<file path="config.mk">
export PLATFORM = sky130hd
export DESIGN_NAME = spi_shift_engine
export DESIGN_NICKNAME = d
export VERILOG_FILES = /design/src/rtl/spi_shift_engine_pkg.sv /design/src/rtl/spi_sync_edge.sv /design/src/rtl/spi_shift_engine.sv
export SDC_FILE = /design/constraint.sdc
export NUM_CORES = 1
export LEC_CHECK = 0
export ABC_AREA = 0
export BUFFER_PORTS_ARGS = -buffer_cell sky130_fd_sc_hd__buf_2
export CAP_MARGIN = 20
export CORE_MARGIN = 2
export CORE_UTILIZATION = 37
export CTS_CLUSTER_SIZE = 8
export DETAILED_ROUTE_END_ITERATION = 6
export GPL_ROUTABILITY_DRIVEN = 0
export PLACE_DENSITY = 0.56
export SYNTH_ARGS = -nofsm -noshare
export SYNTH_HDL_FRONTEND = slang
export SYNTH_SLANG_ARGS = --single-unit
export TNS_END_PERCENT = 10
</file>
<file path="constraint.sdc">
create_clock -name i_clk -period 1.8 [get_ports i_clk]
set_clock_uncertainty 0.2 [all_clocks]
set_input_delay 0.18 -clock i_clk [delete_from_list [all_inputs] [get_ports i_clk]]
set_output_delay 0.18 -clock i_clk [all_outputs]
set_load 0.03 [all_outputs]
</file>
<file path="src/rtl/spi_shift_engine_pkg.sv">
// Shared SPI mode constants and shift-engine FSM state encoding.
package spi_shift_engine_pkg;

  // {CPOL, CPHA}
  localparam logic [1:0] MODE0 = 2'b00;
  localparam logic [1:0] MODE1 = 2'b01;
  localparam logic [1:0] MODE2 = 2'b10;
  localparam logic [1:0] MODE3 = 2'b11;

  typedef enum logic {
    IDLE   = 1'b0,
    ACTIVE = 1'b1
  } state_e;

endpackage

</file>
<file path="src/rtl/spi_sync_edge.sv">
// Multi-bit N-flop synchroniser; bit 0 additionally gets a lead/trail edge detector.
// Edge outputs are combinational from flops and valid the cycle the new level leaves the synchroniser.
module spi_sync_edge #(
  parameter int               WIDTH    = 1,
  parameter int               STAGES   = 2,
  parameter logic [WIDTH-1:0] RST_VAL  = '0,
  parameter bit               IDLE_LVL = 1'b0
) (
  input  logic             clk,
  input  logic             rst,
  input  logic [WIDTH-1:0] i_async,
  output logic [WIDTH-1:0] o_sync,
  output logic             o_lead,
  output logic             o_trail
);

  logic [WIDTH-1:0] sync_q [STAGES];
  logic [WIDTH-1:0] sync_d [STAGES];
  logic             prev_q;
  logic             prev_d;

  always_comb begin
    sync_d[0] = i_async;
    for (int i = 1; i < STAGES; i++) begin
      sync_d[i] = sync_q[i-1];
    end
    prev_d = sync_q[STAGES-1][0];
  end

  always_ff @(posedge clk) begin
    if (rst) begin
      for (int i = 0; i < STAGES; i++) begin
        sync_q[i] <= RST_VAL;
      end
      prev_q <= RST_VAL[0];
    end else begin
      for (int i = 0; i < STAGES; i++) begin
        sync_q[i] <= sync_d[i];
      end
      prev_q <= prev_d;
    end
  end

  assign o_sync  = sync_q[STAGES-1];
  // Leading edge moves away from the idle level, trailing edge returns to it.
  assign o_lead  = (o_sync[0] != prev_q) && (o_sync[0] != IDLE_LVL);
  assign o_trail = (o_sync[0] != prev_q) && (o_sync[0] == IDLE_LVL);

endmodule

</file>
<file path="src/rtl/spi_shift_engine.sv">
// SPI slave bit engine: synchronises pins, deserialises MOSI into bytes, serialises TX onto MISO.
// byte_is_ready pulses one cycle after the last bit's sample edge; no backpressure, spi_cu must keep up.
module spi_shift_engine
  import spi_shift_engine_pkg::*;
#(
  parameter int DATA_WIDTH  = 8,
  parameter int SYNC_STAGES = 2,
  parameter bit CPOL        = 1'b0,
  parameter bit CPHA        = 1'b0
) (
  input  logic                  i_clk,
  input  logic                  i_rst,
  input  logic                  i_spi_sclk,
  input  logic                  i_spi_cs,
  input  logic                  i_spi_mosi,
  output logic                  o_spi_miso,
  output logic                  o_spi_miso_oe,
  output logic                  o_spi_cs_sync,
  input  logic                  i_shift_en,
  input  logic                  i_shift_reg_direction,
  input  logic                  i_shift_reg_par_load,
  input  logic [DATA_WIDTH-1:0] i_par_data,
  input  logic                  i_count_en,
  input  logic                  i_count_clr,
  output logic                  o_byte_is_ready,
  output logic [DATA_WIDTH-1:0] o_recieved_byte
);

  localparam int              CW             = $clog2(DATA_WIDTH);
  localparam logic [1:0]      SPI_MODE       = {CPOL, CPHA};
  localparam bit              SAMPLE_ON_LEAD = (SPI_MODE == MODE0) || (SPI_MODE == MODE2);
  localparam logic [CW-1:0]   LAST_BIT       = CW'(DATA_WIDTH - 1);

  logic [2:0] pins_s;
  logic       sclk_lead;
  logic       sclk_trail;
  logic       cs_s;
  logic       mosi_s;
  logic       sample_edge;
  logic       shift_edge;
  logic       active;
  logic       tx_shift;
  logic       byte_pulse;

  state_e                state_q,   state_d;
  logic [CW-1:0]         bit_cnt_q, bit_cnt_d;
  logic [DATA_WIDTH-1:0] rx_q,      rx_d;
  logic [DATA_WIDTH-1:0] tx_q,      tx_d;
  logic [DATA_WIDTH-1:0] rbyte_q,   rbyte_d;
  logic                  rdy_q,     rdy_d;
  logic                  miso_q,    miso_d;
  logic                  tx_skip_q, tx_skip_d;

  spi_sync_edge #(
    .WIDTH    (3),
    .STAGES   (SYNC_STAGES),
    .RST_VAL  ({1'b0, 1'b1, CPOL}),
    .IDLE_LVL (CPOL)
  ) u_sync (
    .clk     (i_clk),
    .rst     (i_rst),
    .i_async ({i_spi_mosi, i_spi_cs, i_spi_sclk}),
    .o_sync  (pins_s),
    .o_lead  (sclk_lead),
    .o_trail (sclk_trail)
  );

  assign cs_s        = pins_s[1];
  assign mosi_s      = pins_s[2];
  assign sample_edge = SAMPLE_ON_LEAD ? sclk_lead  : sclk_trail;
  assign shift_edge  = SAMPLE_ON_LEAD ? sclk_trail : sclk_lead;
  assign active      = (state_q == ACTIVE) && !cs_s;

  always_comb begin
    state_d    = state_q;
    bit_cnt_d  = bit_cnt_q;
    rx_d       = rx_q;
    byte_pulse = 1'b0;
    case (state_q)
      IDLE: begin
        bit_cnt_d = '0;
        rx_d      = '0;
        if (!cs_s) state_d = ACTIVE;
      end
      ACTIVE: begin
        if (cs_s) begin
          // Deselect mid-byte drops whatever was partially received.
          state_d   = IDLE;
          bit_cnt_d = '0;
          rx_d      = '0;
        end else if (sample_edge && i_shift_en) begin
          rx_d = i_shift_reg_direction ? {rx_q[DATA_WIDTH-2:0], mosi_s}
                                       : {mosi_s, rx_q[DATA_WIDTH-1:1]};
          if (i_count_en) begin
            if (bit_cnt_q == LAST_BIT) begin
              bit_cnt_d  = '0;
              byte_pulse = 1'b1;
            end else begin
              bit_cnt_d = bit_cnt_q + CW'(1);
            end
          end
        end
      end
      default: state_d = IDLE;
    endcase
    if (i_count_clr) begin
      bit_cnt_d  = '0;
      byte_pulse = 1'b0;
    end
    rdy_d   = byte_pulse;
    rbyte_d = byte_pulse ? rx_d : rbyte_q;
  end

  // With CPHA=1 the first shift edge after a load only presents bit 0, which is already on MISO.
  always_comb begin
    tx_shift  = active && shift_edge && i_shift_en;
    tx_d      = tx_q;
    tx_skip_d = tx_skip_q;
    if (i_shift_reg_par_load) begin
      tx_d      = i_par_data;
      tx_skip_d = 1'b1;
    end else if (tx_shift) begin
      if (CPHA && tx_skip_q) begin
        tx_skip_d = 1'b0;
      end else begin
        tx_d = i_shift_reg_direction ? {tx_q[DATA_WIDTH-2:0], 1'b0}
                                     : {1'b0, tx_q[DATA_WIDTH-1:1]};
      end
    end
    miso_d = i_shift_reg_direction ? tx_d[DATA_WIDTH-1] : tx_d[0];
  end

  always_ff @(posedge i_clk) begin
    if (i_rst) begin
      state_q   <= IDLE;
      bit_cnt_q <= '0;
      rx_q      <= '0;
      tx_q      <= '0;
      rbyte_q   <= '0;
      rdy_q     <= 1'b0;
      miso_q    <= 1'b0;
      tx_skip_q <= 1'b0;
    end else begin
      state_q   <= state_d;
      bit_cnt_q <= bit_cnt_d;
      rx_q      <= rx_d;
      tx_q      <= tx_d;
      rbyte_q   <= rbyte_d;
      rdy_q     <= rdy_d;
      miso_q    <= miso_d;
      tx_skip_q <= tx_skip_d;
    end
  end

  assign o_spi_miso      = miso_q;
  assign o_spi_miso_oe   = !cs_s;
  assign o_spi_cs_sync   = cs_s;
  assign o_byte_is_ready = rdy_q;
  assign o_recieved_byte = rbyte_q;

endmodule

</file>
== Word level (Yosys, flattened, before mapping) ==
Memory sizes are Yosys's and may differ from the RTL's.
Cells that the tools add are included.

* Equal/unequal tests: 4
* Multiplexer cells: 25
* Bitwise gates (word level): 4
* Reductions and logical operators: 10
* $add $sub $neg: 1

{| class="wikitable"
|+ Operator list
! kind !! number
|-
| $mux W8 || 6
|-
| $mux W3 || 6
|-
| $pmux W8 S2 || 1
|-
| $mux W1 || 11
|-
| $logic_and A1 B1 Y1 || 6
|-
| $pmux W3 S2 || 1
|-
| $add A3 B1 Y3 const B || 1
|-
| $eq A3 B3 Y1 const B || 1
|-
| $ne A3 B2 Y1 const B || 1
|-
| $ne A3 B3 Y1 const B || 1
|-
| $not A1 Y1 || 2
|-
| $or A1 B1 Y1 || 2
|-
| $reduce_and A2 Y1 || 1
|-
| $reduce_bool A2 Y1 || 1
|-
| $reduce_or A2 Y1 || 1
|-
| $logic_not A1 Y1 || 1
|-
| $ne A1 B1 Y1 || 1
|}

* RAM bits: 6
* Memories: 1
* Flip-flop bits (word level): 31

{| class="wikitable"
|+ Memories
! memory !! words !! bits a word !! read ports !! clocked after Yosys merged registers in !! wr ports !! line !! text
|-
| u_sync.sync_q || 2 || 3 || 2 || 0 || 2 || spi_sync_edge.sv:17 || <nowiki>logic [WIDTH-1:0] sync_q [STAGES];</nowiki>
|}

== Logic depth before layout (Yosys ltp) ==
Gate-level depths: netlist (run 1).

* Depth after elaboration: 7
* Mapped depth: 7
* Depth with buffers taken out: 5

== Modules after synthesis ==
Synthesis (run 1) repeated with hierarchy kept, for this count alone.

* Cells, all modules: 166
* Area, all modules: 1517.7 µm²

{| class="wikitable"
|+ By module, submodules not included
! module !! cells an instance !! sequential area each (µm²) !! area an instance (µm²) !! instances
|-
| spi_shift_engine || 149 || 600.6 || 1313.8 || 1
|-
| spi_sync_edge || 17 || 140.1 || 203.9 || 1
|}

== Least setup slack after synthesis (run 1) ==
No wires, ideal clock.

* Path type: register to register
* Start: mem u_sync.sync_q[1][1] (netlist: u_sync.sync_q[0][4])
* End: reg rbyte_q[3] (netlist: o_recieved_byte[3])
* Data required time: 1.479 ns
* Stages on the path, launching flop included: 8
* Period minus slack after synthesis: 1.639 ns
* Arrival time: 1.318 ns
* Slack: 0.161 ns
* Cell sequence: dfxtp_1 > nor2b_1 > buf_4 > nand2b_1 > buf_2 > nand2b_1 > buf_4 > o2bb2ai_2

{| class="wikitable"
|+ RTL lines
! item !! line !! text
|-
| from (decl) || spi_sync_edge.sv:17 ||
|-
| to (signal assigned) || spi_shift_engine.sv:148 || <nowiki>rbyte_q <= rbyte_d;</nowiki>
|-
| to (decl) || spi_shift_engine.sv:49 || <nowiki>logic [DATA_WIDTH-1:0] rbyte_q, rbyte_d;</nowiki>
|}

== Worst setup path in the final report (run 1) ==
* Start: reg bit_cnt_q[0]
* End: reg rbyte_q[0] (netlist: o_recieved_byte[0])

* Longest elaborated chain between the ends: 7

{| class="wikitable"
|+ Ends and longest elaborated chain
! item !! line !! text
|-
| from (decl) || spi_shift_engine.sv:46 || <nowiki>logic [CW-1:0] bit_cnt_q, bit_cnt_d;</nowiki>
|-
| from (signal assigned) || spi_shift_engine.sv:145 || <nowiki>bit_cnt_q <= bit_cnt_d;</nowiki>
|-
| $eq A3 B3 Y1 || spi_shift_engine.sv:95 || <nowiki>if (bit_cnt_q == LAST_BIT) begin</nowiki>
|-
| $mux W1 || spi_shift_engine.sv:95 ||
|-
| $mux W1 || spi_shift_engine.sv:94 || <nowiki>if (i_count_en) begin</nowiki>
|-
| $mux W1 || spi_shift_engine.sv:91 || <nowiki>end else if (sample_edge && i_shift_en) begin</nowiki>
|-
| $mux W1 || spi_shift_engine.sv:86 || <nowiki>if (cs_s) begin</nowiki>
|-
| $mux W1 || spi_shift_engine.sv:79 || <nowiki>case (state_q)</nowiki>
|-
| $mux W1 || spi_shift_engine.sv:106 || <nowiki>if (i_count_clr) begin</nowiki>
|}

Every way passes these cells.
A chain may end at the register's enable or synchronous reset.

==> results of run 1 <==
metrics by stage:
stage	total power, mW	std cells	cell area (um2)	worst slack [ns]	util, %
4_1_cts	1.644	249	2034	0.1294	47.38
5_1_grt	1.704	249	2034	0.04730	47.38
3_5_place_dp	0.9872	230	1823	0.1457	42.45
2_1_floorplan	0.9472	154	1619	0.1610	-
3_3_place_gp	0.9830	230	1823	0.2126	42.45
6_report	1.625	249	2034	0.1535	47.38
how the worst max path moves through the flow:
stage	cells past startpoint	startpoint	to	slack [ns]
after global placement	5	bit_cnt_q[0]	o_recieved_byte[4]	0.21
after CTS	5	bit_cnt_q[0]	o_recieved_byte[0]	0.13
after floorplan	7	u_sync.sync_q[0][4]	o_recieved_byte[3]	0.16
final	5	bit_cnt_q[0]	o_recieved_byte[0]	0.15
after global routing	5	bit_cnt_q[0]	o_recieved_byte[1]	0.05
after detailed placement	5	bit_cnt_q[0]	o_recieved_byte[0]	0.15
cell families after synthesis:
group | count (synthesis) | synth area share (%)
buffers and inverters | 13 | 4.404
and+or+nand+nor | 51 | 17.23
AOI/OAI and AO/OA | 29 | 17.00
muxes | 22 | 14.06
adders and majority gates | 2 | 1.545
DFF | 37 | 45.75
state kept, by name (all words and copies together) (netlist names):
signal / count
bit_cnt_q: 3
o_byte_is_ready: 1
o_recieved_byte: 8
tx_q: 8
rx_q: 8
u_sync.sync_q: 6
u_sync.prev_q: 1
state_q: 1
o_spi_miso: 1
layout make-up:
class                      instances  area [um2]
clock buffer                       7       96.34
clock inverter                     1       5.005
fill                             402        2260
inverter                           2       7.507
multi-input combinational        104       807.0
sequential                        37       740.7
tap                               52       65.06
timing repair buffer              46       312.8
synthesized netlist by cell type (2+ instances only):
master	count	area, um2
sky130_fd_sc_hd__and4bb_1	2	25.02
sky130_fd_sc_hd__buf_2	3	15.01
sky130_fd_sc_hd__buf_4	3	22.52
sky130_fd_sc_hd__clkbuf_1	3	11.26
sky130_fd_sc_hd__dfxtp_1	37	740.7
sky130_fd_sc_hd__ha_1	2	25.02
sky130_fd_sc_hd__mux2_2	6	67.56
sky130_fd_sc_hd__mux2i_1	16	160.2
sky130_fd_sc_hd__nand2_1	17	63.81
sky130_fd_sc_hd__nand2b_1	3	18.77
sky130_fd_sc_hd__nor2_1	9	33.78
sky130_fd_sc_hd__nor2b_1	7	43.79
sky130_fd_sc_hd__nor3_1	3	15.01
sky130_fd_sc_hd__o211ai_1	4	30.03
sky130_fd_sc_hd__o21ai_1	4	20.02
sky130_fd_sc_hd__o22ai_1	6	37.54
sky130_fd_sc_hd__o2bb2ai_2	8	120.1
sky130_fd_sc_hd__or2_2	3	18.77
power breakdown:
group	switching, mW	total, mW	internal [mW]
Clock	0.293	0.639	0.346
Combinational	0.0655	0.138	0.0725
Sequential	0.0106	0.848	0.838
Total	0.369	1.62	1.26
per-layer routing:
metal / global-route usage, % / up-vias
li1: - / 639
met4: 5.342 / 0
met3: 4.040 / 5
met2: 23.70 / 32
met5: 0 / -
met1: 17.64 / 591
what timing repair did:
action	in CTS	in global routing
hold buffers	11	0
hold endpoints to repair	13	0
buffers inserted	0	0
==> flow_summary.toml, run 1 <==
[setup_path]
most_prevalent_standard_cell_on_the_critical_path = "sky130_fd_sc_hd__ha_1"
critical_path_class = "reg2reg"
timing.critical_path.slowest_stage_cell = "sky130_fd_sc_hd__dfxtp_1"
critPathMaxFanout = 8
worstPathRequired_ns = 1.82
reg2reg_depth = 5
critical_path_arrival_ns = 1.67
ff2ff_setup_slack_ns = 0.15
crit_path_start_kind = "flop"
buffer_and_inverter_count_on_the_worst_path = 0
reg_to_reg_endpoint = "o_recieved_byte[0]"
crit-reg2reg-launch = "bit_cnt_q[0]"
cp-end-kind = "flop"
max_stage_delay_ns = 0.33
cp_cell_sequence = "ha_1, ha_1, and4b_4, a21oi_4, o2bb2ai_2"
family_with_the_most_delay_on_the_worst_path = "compound AO/OA/AOI/OAI gates"

[cts]
cts_root_buf = "sky130_fd_sc_hd__clkbuf_8"
h-tree-depth = 2
clockBufferDepth = 2
tritoncts_clock_tree = "built"
post_cts_resized = 0
clock_insertion_delay_worst_skew_ns = 0.29
cts-buffers-inserted = 5
clkTransAtPathRegs_ns = 0.07
number_of_sinks_handled_by_clock_tree_synthesis = 37

[logic_synthesis]
syn_avg_cell_area_um2 = 10.51
ff_latch_count_synth = 37
yosys_warn_count = 0
yosysSeqAreaShare_pct = 45.75
synth.distinct_cells = 36
ys.flop_type = "sky130_fd_sc_hd__dfxtp_1"
netlist_instances = 154
synth_nets = 174
synthesis.area_mm2 = 0.001619
synth-async-reset-ratio_pct = 0
synth_enable_flop_cells = 0

[route]
top_layer_used = "met4"
drt-pass1-iter-count = 4
postRouteAntennaNets = 0
postRouteWirelength_um = 3176
residual_drc = 0
met3_wirelength_um = 156
route.met2.wl_um = 1525
vias_per_cell = 5.088
initialDrtViolationCount = 37
routed_wire_length_per_instance_um = 12.76
drt-met1-wl_um = 1458
vias = 1267

[power_and_ir_drop]
total_leakage_power_nw = 0.8975
max_vdd_drop_uv = 484.9
power.density_mw_per_mm2 = 798.7

[place]
place_hpwl_um = 2309
port_buffers = 29

[sta]
timing.final.crit_period_ns = 1.647
fin_worst_hold_slack_ns = 0.008923
setup_violations = 0
worst_slew_margin_rel_pct = 71.43
hold_violations = 0
tightestPinTransition_ns = 0.4286
slew_violations = 0
final.setup.tns_ns = 0
maximum_operating_frequency_mhz = 607.3
fin_crit_sh_pct = 91.47
grt_setup_unrepaired = "false"

[worst_hold_path]
whs_endpoint = "rx_q[3]"
holdCritStartpoint = "i_rst"
min_delay_path_depth = 2
timing.hold.worst.class = "in2reg"

[job]
drv_cap = 0

[die]
fp.dieH_um = 70.15
placementRows = 24
core_mm2 = 0.004294
design.die.area_mm2 = 0.004921
initial_utilization_pct = 37.70
ioPinCount = 30
die_width_um = 70.15

[global_routing]
grt_pass1_vias = 1238
maximum_number_of_pins_on_one_net_before_global_route_repair = 19
global_route.usage.total_pct = 14.30
grt_first_pass_wirelength_um = 5616
grt_remaining_overflow = 0
grt_antenna_before_repair = 0

[cells_and_area]
drive_above_1_share_pct = 33.50
mostFrequentLayoutCells = "sky130_fd_sc_hd__dfxtp_1 (37), sky130_fd_sc_hd__buf_2 (29), sky130_fd_sc_hd__nand2_1 (17)"
design.final.nets = 216
layout.cells.most_common = "sky130_fd_sc_hd__dfxtp_1"
antenna_cells = 0
area_delta_synth_final_pct = 25.66

[outcome]
outcome = "finished, final reports clean"
(Power assumes the default switching activity.)
==> run 2, diff against run 1 <==
- CORE_ASPECT_RATIO: default -> 1.1
- PLACE_DENSITY: 0.56 -> default
==> run 2 against run 1 <==
Effect of this change:
- global-route usage grew 0.17 points
- clock power shrank 11%
- non-clock buffer count grew 2
- largest power group unchanged
- sequential share of layout area grew 0.13 points
- utilization grew 0.27 points
- flip-flop and latch count is the same
- largest cell class unchanged
==> flow_summary.toml, run 2 (synthesized netlist as in run 1, its figures left out) <==
[outcome]
outcome = "finished, final reports clean"

[route]
routed_wire_length_per_instance_um = 12.30
vias = 1240
residual_drc = 0
postRouteWirelength_um = 3099
postRouteAntennaNets = 0
vias_per_cell = 4.921
initialDrtViolationCount = 15
drt-pass1-iter-count = 4

[cells_and_area]
area.sequential_um2 = 740.7
num-fill-cells = 431
mostFrequentLayoutCells = "sky130_fd_sc_hd__dfxtp_1 (37), sky130_fd_sc_hd__buf_2 (29), sky130_fd_sc_hd__nand2_1 (17)"
drive_above_1_share_pct = 32.83
antenna_cells = 0
area_delta_synth_final_pct = 25.19
final_cell_count_no_fill = 252
design.final.nets = 218
layout.cells.most_common = "sky130_fd_sc_hd__dfxtp_1"
multiInputGateArea_um2 = 807.0

[sta]
hold_violations = 0
grt_setup_unrepaired = "false"
setup_ws_final_ns = 0.1327
setup_violations = 0
timing.final.crit_period_ns = 1.667
slew_violations = 0
fin_crit_sh_pct = 92.63
final.setup.tns_ns = 0
tightestPinTransition_ns = 0.4237
worst_slew_margin_rel_pct = 71.76
maximum_operating_frequency_mhz = 599.8

[setup_path]
worstPathRequired_ns = 1.81
cp_cell_sequence = "ha_1, ha_1, and4b_4, a21oi_4, o2bb2ai_2"
most_prevalent_standard_cell_on_the_critical_path = "sky130_fd_sc_hd__ha_1"
crit_path_start_kind = "flop"
cp-end-kind = "flop"
max_stage_delay_ns = 0.33
critPathMaxFanout = 8
timing.critical_path.slowest_stage_cell = "sky130_fd_sc_hd__dfxtp_1"
family_with_the_most_delay_on_the_worst_path = "compound AO/OA/AOI/OAI gates"
buffer_and_inverter_count_on_the_worst_path = 0
critical_path_class = "reg2reg"
critical_path_arrival_ns = 1.68

[power_and_ir_drop]
total_leakage_power_nw = 0.8907
power.density_mw_per_mm2 = 767.9
max_vdd_drop_uv = 404.9

[place]
dpl.cell_count = 233
place_hpwl_um = 2366
port_buffers = 29
dp_slack_ns = 0.1413

[worst_hold_path]
timing.hold.worst.class = "in2reg"

[die]
design.die.area_mm2 = 0.004922
placementRows = 25
fp.dieH_um = 73.38
die_width_um = 67.07
core_mm2 = 0.004254
initial_utilization_pct = 38.06
ioPinCount = 30

[cts]
tritoncts_clock_tree = "built"
cts-buffers-inserted = 5
h-tree-depth = 2
clock_insertion_delay_worst_skew_ns = 0.28
clockBufferDepth = 2
number_of_sinks_handled_by_clock_tree_synthesis = 37
cts_root_buf = "sky130_fd_sc_hd__clkbuf_8"
clkTransAtPathRegs_ns = 0.07
post_cts_resized = 0

[job]
drv_cap = 0

[global_routing]
maximum_number_of_pins_on_one_net_before_global_route_repair = 19
grt_remaining_overflow = 0
grt_first_pass_wirelength_um = 5285
global_route.usage.total_pct = 14.47
grt_antenna_before_repair = 0
grt_pass1_vias = 1215
## run 2: cell count changes in the layout (fill, tap and decap cells not counted)
| cell | before | now |
|---|---|---|
| sky130_fd_sc_hd__dlygate4sd3_1 | 11 | 12 |
| sky130_fd_sc_hd__clkbuf_8 | 7 | 6 |
| sky130_fd_sc_hd__clkinv_2 | 1 | 0 |
| sky130_fd_sc_hd__buf_4 | 5 | 7 |
| sky130_fd_sc_hd__clkbuf_1 | 0 | 1 |
| sky130_fd_sc_hd__buf_12 | 1 | 0 |
## run 2: final cells by class
cell class                 count  share of cell area, %
sequential                    37                  36.54
multi-input combinational    104                  39.81
timing repair buffer          48                  15.68
tap                           54                  3.333
inverter                       2                 0.3704
clock buffer                   7                  4.259
## run 2: per-layer routing
metal	vias to the layer above	track usage, %	share of wire [%]
met2	25	24.86	50
met1	573	15.87	43
li1	636	-	-
met3	6	4.900	4.9
met5	-	0	0
met4	0	6.803	2.1
## run 2: where the power goes
part	switching (mW)	internal (mW)	leakage [nW]
clock	0.266	0.303	0.0443
combinational	0.0640	0.0746	0.545
sequential	0.0105	0.838	0.301
total	0.340	1.22	0.891
## run 2: per-stage QoR
stage	area (um2)	hold slack, ns	utilization [%]	power (mW)
global route	2027	0.06549	47.65	1.637
finish	2027	0.05585	47.65	1.556
floorplan	1619	0.05161	-	0.9472
detailed placement	1821	0.1652	42.79	0.9878
global placement	1821	0.1614	42.79	0.9841
CTS	2027	0.04379	47.65	1.581
## run 2: tightest hold or removal path: cells and delay by family
kind / cells / cell delay [ns]
buffers and inverters: 1 / 0.17
AOI/OAI and AO/OA: 1 / 0.06
and+or+nand+nor: 1 / 0.08
## run 2: final timing paths
path,cells past startpoint,end,slack (ns),start
hold reg to reg,1,u_sync.sync_q[0][4],0.21,u_sync.sync_q[0][1]
setup reg to reg,5,o_recieved_byte[7],0.13,bit_cnt_q[0]
setup / recovery,5,o_recieved_byte[7],0.13,bit_cnt_q[0]
hold / removal,3,tx_q[2],0.06,i_shift_reg_par_load
## run 2: repair_timing
action / in CTS / in global routing
hold buffers: 12 / 0
buffers inserted: 0 / 0
endpoints found under the hold margin: 13 / 0
==> run 3, diff against run 2 <==
- clock period: 1.8 -> 1.85 ns (I/O delays scaled with it)
==> run 3 against run 2 <==
Effect of this change:
- global-route usage increased by 0.38 points
- hold slack got worse by 0.0017 ns
- utilization decreased by 0.59 points
- wire length increased by 3.8%
- via count increased by 1.3%
- combinational power decreased by 4%
- cell count decreased by 1.2%
- first-iteration DRC count increased to 2.8 times the previous value
- sequential power decreased by 2.7%
- non-clock buffer count decreased by 3
- highest routed layer unchanged
==> flow_summary.toml, run 3 (synthesized netlist as in run 1, its figures left out) <==
[outcome]
outcome = "finished, final reports clean"

[global_routing]
grt_antenna_before_repair = 0
global_route.usage.total_pct = 14.85
grt_pass1_vias = 1266
maximum_number_of_pins_on_one_net_before_global_route_repair = 19
grt_first_pass_wirelength_um = 5423
grt_remaining_overflow = 0

[cts]
number_of_sinks_handled_by_clock_tree_synthesis = 37
clkTransAtPathRegs_ns = 0.07
post_cts_resized = 0
postCtsSetupRepairBufs = 0
cts-buffers-inserted = 5
h-tree-depth = 2
tritoncts_clock_tree = "built"
clockBufferDepth = 2
clock_insertion_delay_worst_skew_ns = 0.29
cts_root_buf = "sky130_fd_sc_hd__clkbuf_8"

[worst_hold_path]
timing.hold.worst.class = "in2reg"

[cells_and_area]
mostFrequentLayoutCells = "sky130_fd_sc_hd__dfxtp_1 (37), sky130_fd_sc_hd__buf_2 (29), sky130_fd_sc_hd__nand2_1 (17)"
design.final.nets = 215
layout.cells.most_common = "sky130_fd_sc_hd__dfxtp_1"
area_delta_synth_final_pct = 23.65
layout.core_utilization_pct = 47.06
drive_above_1_share_pct = 32.31
antenna_cells = 0

[job]
drv_cap = 0

[route]
vias_per_cell = 5.044
postRouteAntennaNets = 0
residual_drc = 0
postRouteWirelength_um = 3217
routed_wire_length_per_instance_um = 12.92
drt-pass1-iter-count = 4
initialDrtViolationCount = 42
vias = 1256

[setup_path]
critical_path_arrival_ns = 1.68
critPathMaxFanout = 8
most_prevalent_standard_cell_on_the_critical_path = "sky130_fd_sc_hd__ha_1"
critical_path_class = "reg2reg"
worstPathRequired_ns = 1.87
timing.critical_path.slowest_stage_cell = "sky130_fd_sc_hd__dfxtp_1"
cp-end-kind = "flop"
cp_cell_sequence = "ha_1, ha_1, and4b_4, a21oi_4, o2bb2ai_2"
max_stage_delay_ns = 0.33
crit_path_start_kind = "flop"

[die]
core_mm2 = 0.004254
die_width_um = 67.07
initial_utilization_pct = 38.06
placementRows = 25
ioPinCount = 30
fp.dieH_um = 73.38
design.die.area_mm2 = 0.004922

[power_and_ir_drop]
power.density_mw_per_mm2 = 758.7
pwr-share-comb_pct = 8.8
seqPwrFrac_pct = 54.4
netSwitchingPower_uw = 339.1
clock_power_share_pct = 36.9
internal-power_mw = 1.180
total_leakage_power_nw = 0.8763
max_vdd_drop_uv = 459.4
netSwitchingFraction_pct = 22.33

[sta]
tightestPinTransition_ns = 0.4394
slew_violations = 0
fin_crit_sh_pct = 89.88
maximum_operating_frequency_mhz = 601.4
timing.final.crit_period_ns = 1.663
grt_setup_unrepaired = "false"
worst_slew_margin_rel_pct = 70.71
setup_violations = 0
hold_violations = 0
final.setup.tns_ns = 0

[place]
port_buffers = 29
place_hpwl_um = 2349
[run 3: cell types whose count changed in the layout (fill, tap and decap cells not counted), sizes merged]
| cell | previous run | this run |
|---|---|---|
| buf | 36 | 34 |
| dlygate4sd3 | 12 | 11 |
[run 3: final cells by class]
class	count	area [um2]
well taps	54	67.56
inverters	2	7.507
fillers	427	2252
clock buffers	7	86.33
flip-flops and latches	37	740.7
repair buffers	45	292.8
multi-input cells	104	807.0
[run 3: what timing repair did]
item | CTS | global route
hold buffers | 11 | 0
endpoints found under the setup margin | 0 | 0
endpoints found under the hold margin | 13 | 0
[run 3: worst paths after layout]
| check | end | cells past startpoint | slack, ns | startpoint |
|---|---|---|---|---|
| worst max-delay path | o_recieved_byte[7] | 5 | 0.19 | bit_cnt_q[0] |
| worst min-delay path | tx_q[5] | 3 | 0.05 | i_shift_reg_par_load |
| worst min register to register | u_sync.sync_q[0][4] | 1 | 0.21 | u_sync.sync_q[0][1] |
| worst max register to register | o_recieved_byte[7] | 5 | 0.19 | bit_cnt_q[0] |
[run 3: metrics by stage]
| stage | setup slack, ns | total power, mW | hold slack [ns] | instances | area [um2] |
|---|---|---|---|---|---|
| after floorplan | 0.2110 | 0.9216 | 0.05661 | 154 | 1619 |
| after global placement | 0.2514 | 0.9546 | 0.1672 | 231 | 1805 |
| after detailed placement | 0.2064 | 0.9595 | 0.1698 | 231 | 1805 |
| after CTS | 0.1763 | 1.537 | 0.04114 | 249 | 2002 |
| after global routing | 0.09655 | 1.596 | 0.05036 | 249 | 2002 |
| final | 0.1872 | 1.519 | 0.05411 | 249 | 2002 |
[run 3: power groups by stage]
stage | Combinational [mW] | Clock [mW] | Sequential, mW
floorplan | 0.0763 | 0 | 0.845
global placement | 0.111 | 0 | 0.843
finish | 0.133 | 0.560 | 0.826
global route | 0.146 | 0.623 | 0.827
CTS | 0.133 | 0.577 | 0.826
detailed placement | 0.116 | 0 | 0.844
[run 3: per-layer routing]
| layer | up-vias | GRT usage (%) | part of all wire [%] | routed length [um] |
|---|---|---|---|---|
| met2 | 25 | 26.18 | 51 | 1645 |
| met4 | 0 | 6.122 | 1.6 | 53 |
| met1 | 591 | 15.76 | 43 | 1370 |
| met5 | - | 0 | 0 | 0 |
| li1 | 634 | - | - | - |
| met3 | 6 | 5.513 | 4.6 | 147 |
[run 3: critical path: cells and delay by family, from the launching register on]
| family | cells | cell delay [ns] |
|---|---|---|
| simple gates | 1 | 0.21 |
| fa+ha+maj | 2 | 0.39 |
| flops | 1 | 0.33 |
| compound gates | 2 | 0.47 |
